`config.mk`:
```
export PLATFORM = sky130hd
export DESIGN_NAME = reorder_buffer
export DESIGN_NICKNAME = d
export VERILOG_FILES = /design/src/rtl/rob_pkg.sv /design/src/rtl/rob_ptr.sv /design/src/rtl/reorder_buffer.sv
export SDC_FILE = /design/constraint.sdc
export NUM_CORES = 2
export LEC_CHECK = 0
export BUFFER_PORTS_ARGS = -buffer_cell sky130_fd_sc_hd__buf_2
export CORE_MARGIN = 5
export CORE_UTILIZATION = 30
export DETAILED_ROUTE_END_ITERATION = 16
export PLACE_DENSITY = 0.49
export RECOVER_POWER = 100
export SKIP_LAST_GASP = 1
export SLEW_MARGIN = 40
export SYNTH_ARGS = -nofsm -noshare
export SYNTH_HDL_FRONTEND = slang
export SYNTH_SLANG_ARGS = --single-unit
```
`constraint.sdc`:
```
create_clock -name clk -period 34.5 [get_ports clk]
set_input_delay 1.725 -clock clk [delete_from_list [all_inputs] [get_ports clk]]
set_output_delay 1.725 -clock clk [all_outputs]
set_load 0.01 [all_outputs]
```
`src/rtl/rob_pkg.sv`:
```
// Shared types and helpers for the reorder buffer: slot record and tag/slot mapping.
// Tag 0 is reserved as "no broadcast", so tag = slot index + 1.
package rob_pkg;

  localparam int ROB_TAG_W  = 8;
  localparam int ROB_DATA_W = 32;

  localparam logic [ROB_TAG_W-1:0] TAG_NONE = '0;

  typedef struct packed {
    logic                  busy;
    logic                  done;
    logic                  is_store;
    logic [4:0]            rd;
    logic [ROB_DATA_W-1:0] data;
    logic [ROB_DATA_W-1:0] addr;
  } slot_t;

  function automatic logic [ROB_TAG_W-1:0] slot_to_tag(input logic [ROB_TAG_W-1:0] slot);
    return slot + 1'b1;
  endfunction

  function automatic logic [ROB_TAG_W-1:0] tag_to_slot(input logic [ROB_TAG_W-1:0] tag);
    return tag - 1'b1;
  endfunction

endpackage

```
`src/rtl/rob_ptr.sv`:
```
// Modulo-DEPTH wrapping pointer with synchronous clear; used for head and tail.
module rob_ptr #(
  parameter int DEPTH = 8,
  parameter int W     = 3
) (
  input  logic         clk,
  input  logic         rst,
  input  logic         clr_i,
  input  logic         inc_i,
  output logic [W-1:0] ptr_o
);

  logic [W-1:0] ptr_q, ptr_d;

  always_comb begin
    ptr_d = ptr_q;
    if (clr_i) begin
      ptr_d = '0;
    end else if (inc_i) begin
      ptr_d = (ptr_q == W'(DEPTH - 1)) ? '0 : ptr_q + 1'b1;
    end
  end

  always_ff @(posedge clk) begin
    if (rst) begin
      ptr_q <= '0;
    end else begin
      ptr_q <= ptr_d;
    end
  end

  assign ptr_o = ptr_q;

endmodule

```
`src/rtl/reorder_buffer.sv`:
```
// In-order retirement buffer: allocates tagged slots, captures CDB results,
// retires completed slots in program order one per cycle; br flushes everything.
module reorder_buffer
  import rob_pkg::*;
#(
  parameter int DEPTH  = 8,
  parameter int TAG_W  = ROB_TAG_W,
  parameter int DATA_W = ROB_DATA_W
) (
  input  logic              clk,
  input  logic              rst,
  input  logic              br,
  input  logic              alloc_valid,
  input  logic [4:0]        alloc_rd,
  input  logic              alloc_is_store,
  output logic              alloc_ready,
  output logic [TAG_W-1:0]  alloc_tag,
  input  logic [TAG_W-1:0]  cdb_index,
  input  logic [DATA_W-1:0] cdb_data,
  input  logic [DATA_W-1:0] cdb_addr,
  input  logic [TAG_W-1:0]  q1_tag,
  input  logic [TAG_W-1:0]  q2_tag,
  output logic              q1_ready,
  output logic              q2_ready,
  output logic [DATA_W-1:0] q1_data,
  output logic [DATA_W-1:0] q2_data,
  output logic              commit_valid,
  output logic [TAG_W-1:0]  commit_tag,
  output logic [4:0]        commit_rd,
  output logic [DATA_W-1:0] commit_data,
  output logic [DATA_W-1:0] commit_addr,
  output logic              commit_is_store,
  output logic [TAG_W-1:0]  count,
  output logic              empty,
  output logic              full
);

  localparam int PTR_W = (DEPTH > 1) ? $clog2(DEPTH) : 1;

  logic [PTR_W-1:0]  head, tail;
  slot_t             slots_q [DEPTH];
  slot_t             slots_d [DEPTH];
  logic [TAG_W-1:0]  count_q;
  logic              commit_valid_q;
  logic [TAG_W-1:0]  commit_tag_q;
  logic [4:0]        commit_rd_q;
  logic [DATA_W-1:0] commit_data_q;
  logic [DATA_W-1:0] commit_addr_q;
  logic              commit_is_store_q;

  logic              alloc_fire;
  logic              retire;
  logic              cdb_in_range;
  logic              cdb_wr;
  logic [PTR_W-1:0]  cdb_slot;

  assign full        = (count_q == TAG_W'(DEPTH));
  assign empty       = (count_q == '0);
  assign alloc_ready = !full;
  assign alloc_fire  = alloc_valid && !full;
  assign alloc_tag   = TAG_W'(slot_to_tag(ROB_TAG_W'(tail)));
  assign retire      = slots_q[head].busy && slots_q[head].done;

  // Out-of-range tags are rejected before the slot lookup is trusted.
  assign cdb_in_range = (cdb_index != TAG_NONE) && (cdb_index <= TAG_W'(DEPTH));
  assign cdb_slot     = PTR_W'(tag_to_slot(ROB_TAG_W'(cdb_index)));
  assign cdb_wr       = cdb_in_range && slots_q[cdb_slot].busy && !slots_q[cdb_slot].done;

  rob_ptr #(.DEPTH(DEPTH), .W(PTR_W)) u_head (
    .clk   (clk),
    .rst   (rst),
    .clr_i (br),
    .inc_i (retire),
    .ptr_o (head)
  );

  rob_ptr #(.DEPTH(DEPTH), .W(PTR_W)) u_tail (
    .clk   (clk),
    .rst   (rst),
    .clr_i (br),
    .inc_i (alloc_fire),
    .ptr_o (tail)
  );

  always_comb begin
    for (int i = 0; i < DEPTH; i++) begin
      slots_d[i] = slots_q[i];
    end
    if (retire) begin
      slots_d[head].busy = 1'b0;
      slots_d[head].done = 1'b0;
    end
    if (cdb_wr) begin
      slots_d[cdb_slot].done = 1'b1;
      slots_d[cdb_slot].data = cdb_data;
      slots_d[cdb_slot].addr = cdb_addr;
    end
    if (alloc_fire) begin
      slots_d[tail].busy     = 1'b1;
      slots_d[tail].done     = 1'b0;
      slots_d[tail].is_store = alloc_is_store;
      slots_d[tail].rd       = alloc_rd;
    end
  end

  always_ff @(posedge clk) begin
    for (int i = 0; i < DEPTH; i++) begin
      if (rst) begin
        slots_q[i] <= '0;
      end else if (br) begin
        slots_q[i].busy <= 1'b0;
        slots_q[i].done <= 1'b0;
      end else begin
        slots_q[i] <= slots_d[i];
      end
    end
  end

  always_ff @(posedge clk) begin
    if (rst) begin
      count_q           <= '0;
      commit_valid_q    <= 1'b0;
      commit_tag_q      <= '0;
      commit_rd_q       <= '0;
      commit_data_q     <= '0;
      commit_addr_q     <= '0;
      commit_is_store_q <= 1'b0;
    end else if (br) begin
      count_q        <= '0;
      commit_valid_q <= 1'b0;
    end else begin
      count_q        <= count_q + TAG_W'(alloc_fire) - TAG_W'(retire);
      commit_valid_q <= retire;
      // Payload only moves on a retire so it holds the last committed value.
      if (retire) begin
        commit_tag_q      <= TAG_W'(slot_to_tag(ROB_TAG_W'(head)));
        commit_rd_q       <= slots_q[head].rd;
        commit_data_q     <= slots_q[head].data;
        commit_addr_q     <= slots_q[head].addr;
        commit_is_store_q <= slots_q[head].is_store;
      end
    end
  end

  assign count           = count_q;
  assign commit_valid    = commit_valid_q;
  assign commit_tag      = commit_tag_q;
  assign commit_rd       = commit_rd_q;
  assign commit_data     = commit_data_q;
  assign commit_addr     = commit_addr_q;
  assign commit_is_store = commit_is_store_q;

  logic [TAG_W-1:0]  q_tag [2];
  logic              q_rdy [2];
  logic [DATA_W-1:0] q_dat [2];

  assign q_tag[0] = q1_tag;
  assign q_tag[1] = q2_tag;

  for (genvar gi = 0; gi < 2; gi++) begin : g_query
    logic [PTR_W-1:0] qs;
    logic             q_live;
    logic             q_bypass;

    assign qs       = PTR_W'(tag_to_slot(ROB_TAG_W'(q_tag[gi])));
    assign q_live   = (q_tag[gi] != TAG_NONE) && (q_tag[gi] <= TAG_W'(DEPTH)) && slots_q[qs].busy;
    assign q_bypass = (cdb_index == q_tag[gi]);
    assign q_rdy[gi] = q_live && (q_bypass || slots_q[qs].done);
    assign q_dat[gi] = !q_live           ? '0 :
                       q_bypass          ? cdb_data :
                       slots_q[qs].done  ? slots_q[qs].data : '0;
  end

  assign q1_ready = q_rdy[0];
  assign q2_ready = q_rdy[1];
  assign q1_data  = q_dat[0];
  assign q2_data  = q_dat[1];

endmodule

```
* After elaboration in Yosys (flattened, before gate mapping) *
Memory sizes are Yosys's and may differ from the RTL's. A register that Yosys moved wholly into a read port is not among the register bits.
Index checks and enable logic that the tools add are counted.

word-level totals
  bits of input ports = 98
  logic and storage cells = 189
  memory bits (writable) = 576
  register bits after elaboration = 93
  output and inout bits = 164
  latch bits = 0
  memory bits (read-only) = 0
  memories kept = 1

operators by class
  reduce and logical (&&, ||, !) cells = 24
  $lt $le $gt $ge = 9
  divide/modulo/power cells = 0
  shift operators = 0
  multiplexer cells = 88
  bitwise logic cells = 44
  $mul = 0
  add/sub/neg operators = 9
  equal/unequal tests = 5

memory list
  memory   words  bits a word  rd ports  clocked after memory_dff  wr ports  line                  text
  slots_q  8      72           12        1                         8         reorder_buffer.sv:41  slot_t slots_q [DEPTH];

operators with widths
  kind                                                                    count
  576-bit bitwise mux                                                     9
  72-bit demux with 3-bit select                                          9
  576-bit 2-to-1 mux                                                      3
  70-bit 2-to-1 mux                                                       9
  32-bit 2-to-1 mux                                                       7
  71-bit 2-to-1 mux                                                       3
  72-bit 2-to-1 mux                                                       2
  69-bit 2-to-1 mux                                                       1
  64-bit 2-to-1 mux                                                       1
  1-bit 2-to-1 mux                                                        40
  1-bit bitwise OR                                                        40
  8-bit by 4-bit <= comparator with 1-bit output (second input constant)  3
  8-bit nonzero test                                                      3
  8-bit == test                                                           2
  1-bit logical AND                                                       14
  4-bit >= comparator (second input constant)                             3
  4-bit by 1-bit < comparator with 1-bit output (second input constant)   3
  3-bit 2-to-1 mux                                                        4
  3-bit inverter with 4-bit output                                        3
  3-bit by 1-bit subtractor with 3-bit output (second input constant)     3
  3-bit by 1-bit adder with 4-bit output (second input constant)          2
  8-bit by 1-bit adder with 8-bit output                                  1
  8-bit by 4-bit == test with 1-bit output (second input constant)        1
  8-bit zero test                                                         1
  other kinds (8)                                                         12

* Logic depth before layout (Yosys ltp) *
  depth after elaboration = 18
  gate-level depth with buffers = 16
  depth with buffers taken out = 15

* Cells and area by module *
Synthesis repeated with hierarchy kept, for this count alone.

second synthesis, totals
  cells, all modules = 3988
  area total of the unflattened synthesis = 39696.8 um^2

by module, submodules not included
  module          seq. area each (um^2)  instances  area an instance (um^2)  cells each
  reorder_buffer  18958.2                1          39399.0                  3962
  rob_ptr         60.1                   2          148.9                    13

* Worst setup path before layout *
OpenSTA, ideal clock, no wires.

  path type = input to register
  start point = input rst
  end point = memory slots_q[0][0] (netlist bit) (enable)
  arrival time = 15306 ps
  data required time = 33472 ps
  stages on the path = 2
  setup time = 1028 ps
  buffers on the path = 1
  setup slack = 18166 ps
  cell sequence = clkbuf_1 > nand2b_1

RTL lines
  what         line                  text
  from (decl)  reorder_buffer.sv:11  input logic rst,
  to (decl)    reorder_buffer.sv:41

==> flow_summary.yaml <==
power_and_ir_drop:
  power.net_switching_w: 0.000570
  p_leak_nw: 14.5
  sequentialPowerShare: 0.449
  ir_drop_uv: 34.2
  power_w: 0.00216
  cell_internal_pwr_w: 0.00159
  power.share.switching: 0.264
  comb_power_share: 0.114
  cellPowerDensity_mw_per_mm2: 47.6
  clkPwrFrac: 0.437
clock_network:
  tritoncts: "yes"
  cts_root_buf: "clkbuf_16"
  clock_insertion_delay_worst_skew_ps: 700
  cts_hold_buf: 0
  cts_buffers: 85
  cts.path.max_buffers: 3
  cts_max_level: 3
  cts_setup_buffers: 0
  cts.repair.resized: 0
  clock_sinks: 668
  clock_pin_slew_on_the_worst_setup_and_hold_paths_ps: 60
setup_path:
  cp-end-kind: "flip-flop"
  worst-path-max-fanout: 83
  worst_path_largest_cell_delay_ps: 3180
  worst_ep_arrival_time_ps: 17090
  timing.critical_path.cells: "clkbuf_1 -> clkbuf_1 -> or2_0 -> clkbuf_1 -> clkbuf_1 -> clkbuf_1 -> clkbuf_1 -> nor2_1"
  worst-setup-path-type: "in2reg"
  critical_path_required_time_ps: 34760
  cp_num_buf_inv: 6
  r2r_slack_ps: 26030
  cp_startpoint_kind: "input pin"
  critPathSlowestCell: "clkbuf_1"
  cp_top_family: "buffers and inverters"
  cp_common_cell: "clkbuf_1"
run_status:
  failing_checks: "capacitance limit, slew limit"
  outcome: "complete, but fails checks"
finish:
  areaGrowthSynthToFinish_pct: 12.4
  final_nets: 3754
  number_of_non_filler_instances_in_the_completed_layout: 5490
  final_layout_size_suffix_gt1_frac: 0.188
yosys:
  netlist_area_mm2: 0.0402
  postSynthRegisterBits: 668
  synth.top_cells.by_area: "edfxtp_1 (43%), mux4_2 (16%), mux2i_1 (9.1%), nand2_1 (7.6%), dfxtp_1 (4.6%)"
  postSynth.asyncResetShare: 0
  synth.lib_cells_used.distinct: 58
  post-synth-top-area-cell: "edfxtp_1"
  sequential_cell_area_fraction_in_the_yosys_report: 0.476
  synth_common_cells: "nand2_1 (815), edfxtp_1 (576), mux2i_1 (364)"
  synth_largest_type_area_fraction: 0.430
  yosys_most_used_dff: "edfxtp_1"
  synth_enable_flop_cells: 576
  synthMostInstantiatedCell: "nand2_1"
  syn-instance-count: 3579
  synth_area_per_cell_um2: 11.2
  yosys_warnings: 0
detailed_routing:
  wl_met1_um: 60600
  top_layer_used: "met5"
  ant_nets: 0
  avgViaCountPerCell: 5.41
  postRouteWirelength_um: 144000
  drc_violation_count_after_routing: 0
  num_vias: 29700
  dr_wl_met3_um: 12400
  wire_per_inst_um: 26.2
  met2_length_um: 66900
  drtPass1Iterations: 5
  drt_iter0_markers: 2884
min_path:
  hold_class: "reg2reg"
timing:
  endpoints_failing_setup: 0
  max_freq_mhz: 59.4
  final-hold-violation-count: 0
  max_slew_margin: -2.81
  slew_viol_final: 1451
  clock_skew_ps: 23.8
  grt_setup_unrepaired: "no"
  timing.setup.tns_ps: 0
  fin_crit_sh: 0.488
  tightest_slew_ps: 5710
  timing.final.crit_period_ps: 16820
global_route:
  gr-usage-all-layers: 0.198
  gr-total-overflow: 0
  grt_start_max_net_pins: 108
  vias_in_the_first_global_route: 29500
  first_pass_grt_wire_length_um: 210000
  initial_antenna_violation_count: 35
floorplan:
  row_count: 134
  fp.dieArea_mm2: 0.142
  initial_core_util: 0.302
  floorplan.io_pins: 262
  die_y_um: 376
  floorplan.core_area_mm2: 0.133
  floorplan.die.width_um: 376
placement:
  placed_cells: 5315
  gp_routability_congestion: 0.813
  port-buffer-count: 253
  half_perimeter_wire_length_after_placement_um: 83200
run:
  maxCapViolCount: 26
-- cells in the final DEF, fill, tap and decap left out, types with 16 or more instances in the layout --
master | synthesis | routed
dfxtp_1 | 92 | 90
a21oi_2 | 120 | 102
buf_2 | 142 | 100
o21ai_0 | 21 | 21
a211oi_1 | 74 | 75
clkbuf_16 | 0 | 85
clkbuf_1 | 165 | 195
a211o_1 | 18 | 18
mux4_2 | 278 | 278
inv_1 | 31 | 32
edfxtp_1 | 576 | 576
ha_1 | 20 | 20
diode_2 | 0 | 16
buf_4 | 23 | 39
conb_1 | 2 | 24
mux2i_1 | 364 | 362
nor2_1 | 299 | 297
a21oi_1 | 362 | 380
nand2_1 | 815 | 813
-- metal layers --
metal | track usage | vias up
li1 | - | 13200
met1 | 0.267 | 15100
met2 | 0.313 | 1189
met3 | 0.0541 | 244
met4 | 0.0550 | 20
met5 | 0 | -
-- flip-flops by register name, summed over array words and instances (netlist names), named ones only --
signal / count
slots_q: 576
commit_valid: 1
u_head.ptr_o: 3
u_tail.ptr_o: 3
commit_is_store: 1
commit_data: 32
count: 8
commit_rd: 5
commit_tag: 4
commit_addr: 32
-- cells by family after synthesis --
family	Yosys count	share of synthesized area
and+or+nand+nor	1198	0.120
AOI/OAI and AO/OA	606	0.0940
xor gates and xnor gates	26	0.00585
buffers and inverters	415	0.0514
adders and majority gates	21	0.00672
muxes	643	0.246
other	2	0.000187
DFF	668	0.476
-- worst reg2reg max path: cells and delay by family, from the launching register on --
family | cells | cell delay [ps]
buffers and inverters | 4 | 4700
multiplexers | 2 | 610
flip-flops | 1 | 2050
AND/OR/NAND/NOR | 2 | 910
-- cell type report --
cell class / count / area, µm²
multi-input cells: 2518 / 19200
flip-flops and latches: 668 / 19100
diodes: 16 / 40.0
clock inverters: 44 / 567
inverters: 36 / 138
clock buffers: 114 / 2320
well taps: 1768 / 2210
fillers: 13600 / 88200
repair buffers: 326 / 1640
-- metrics by stage --
step                hold WS [ps]  cell area, µm²  setup WS (ps)   util
finish                       517           45200          17680  0.339
detailed placement           512           42900          27870  0.321
global placement             507           42600          27610  0.319
global route                 525           45200          16440  0.339
CTS                          520           45700          27860  0.343
floorplan                    498           40300          18170      -
-- path summary, 6_finish.rpt --
kind	from	end	cells after the start
max	rst	slots_q[0][21]$_SDFFCE_PN0P_	8
min	commit_tag[2]$_SDFFE_PP0P_	commit_tag[2]$_SDFFE_PP0P_	2
max reg2reg	flip-flop	slots_q[2][70]$_DFFE_PP_	8
min reg2reg	commit_tag[2]$_SDFFE_PP0P_	commit_tag[2]$_SDFFE_PP0P_	2
-- power by group through the flow --
stage | Clock, W | Sequential (W) | Combinational (W)
2_1_floorplan | 0 | 0.000988 | 0.000173
3_3_place_gp | 0 | 0.000980 | 0.000244
3_5_place_dp | 0 | 0.000980 | 0.000249
4_1_cts | 0.000966 | 0.000963 | 0.000250
5_1_grt | 0.000994 | 0.000974 | 0.000267
6_report | 0.000941 | 0.000968 | 0.000246
Note: power is estimated with default switching activity, not from simulation.
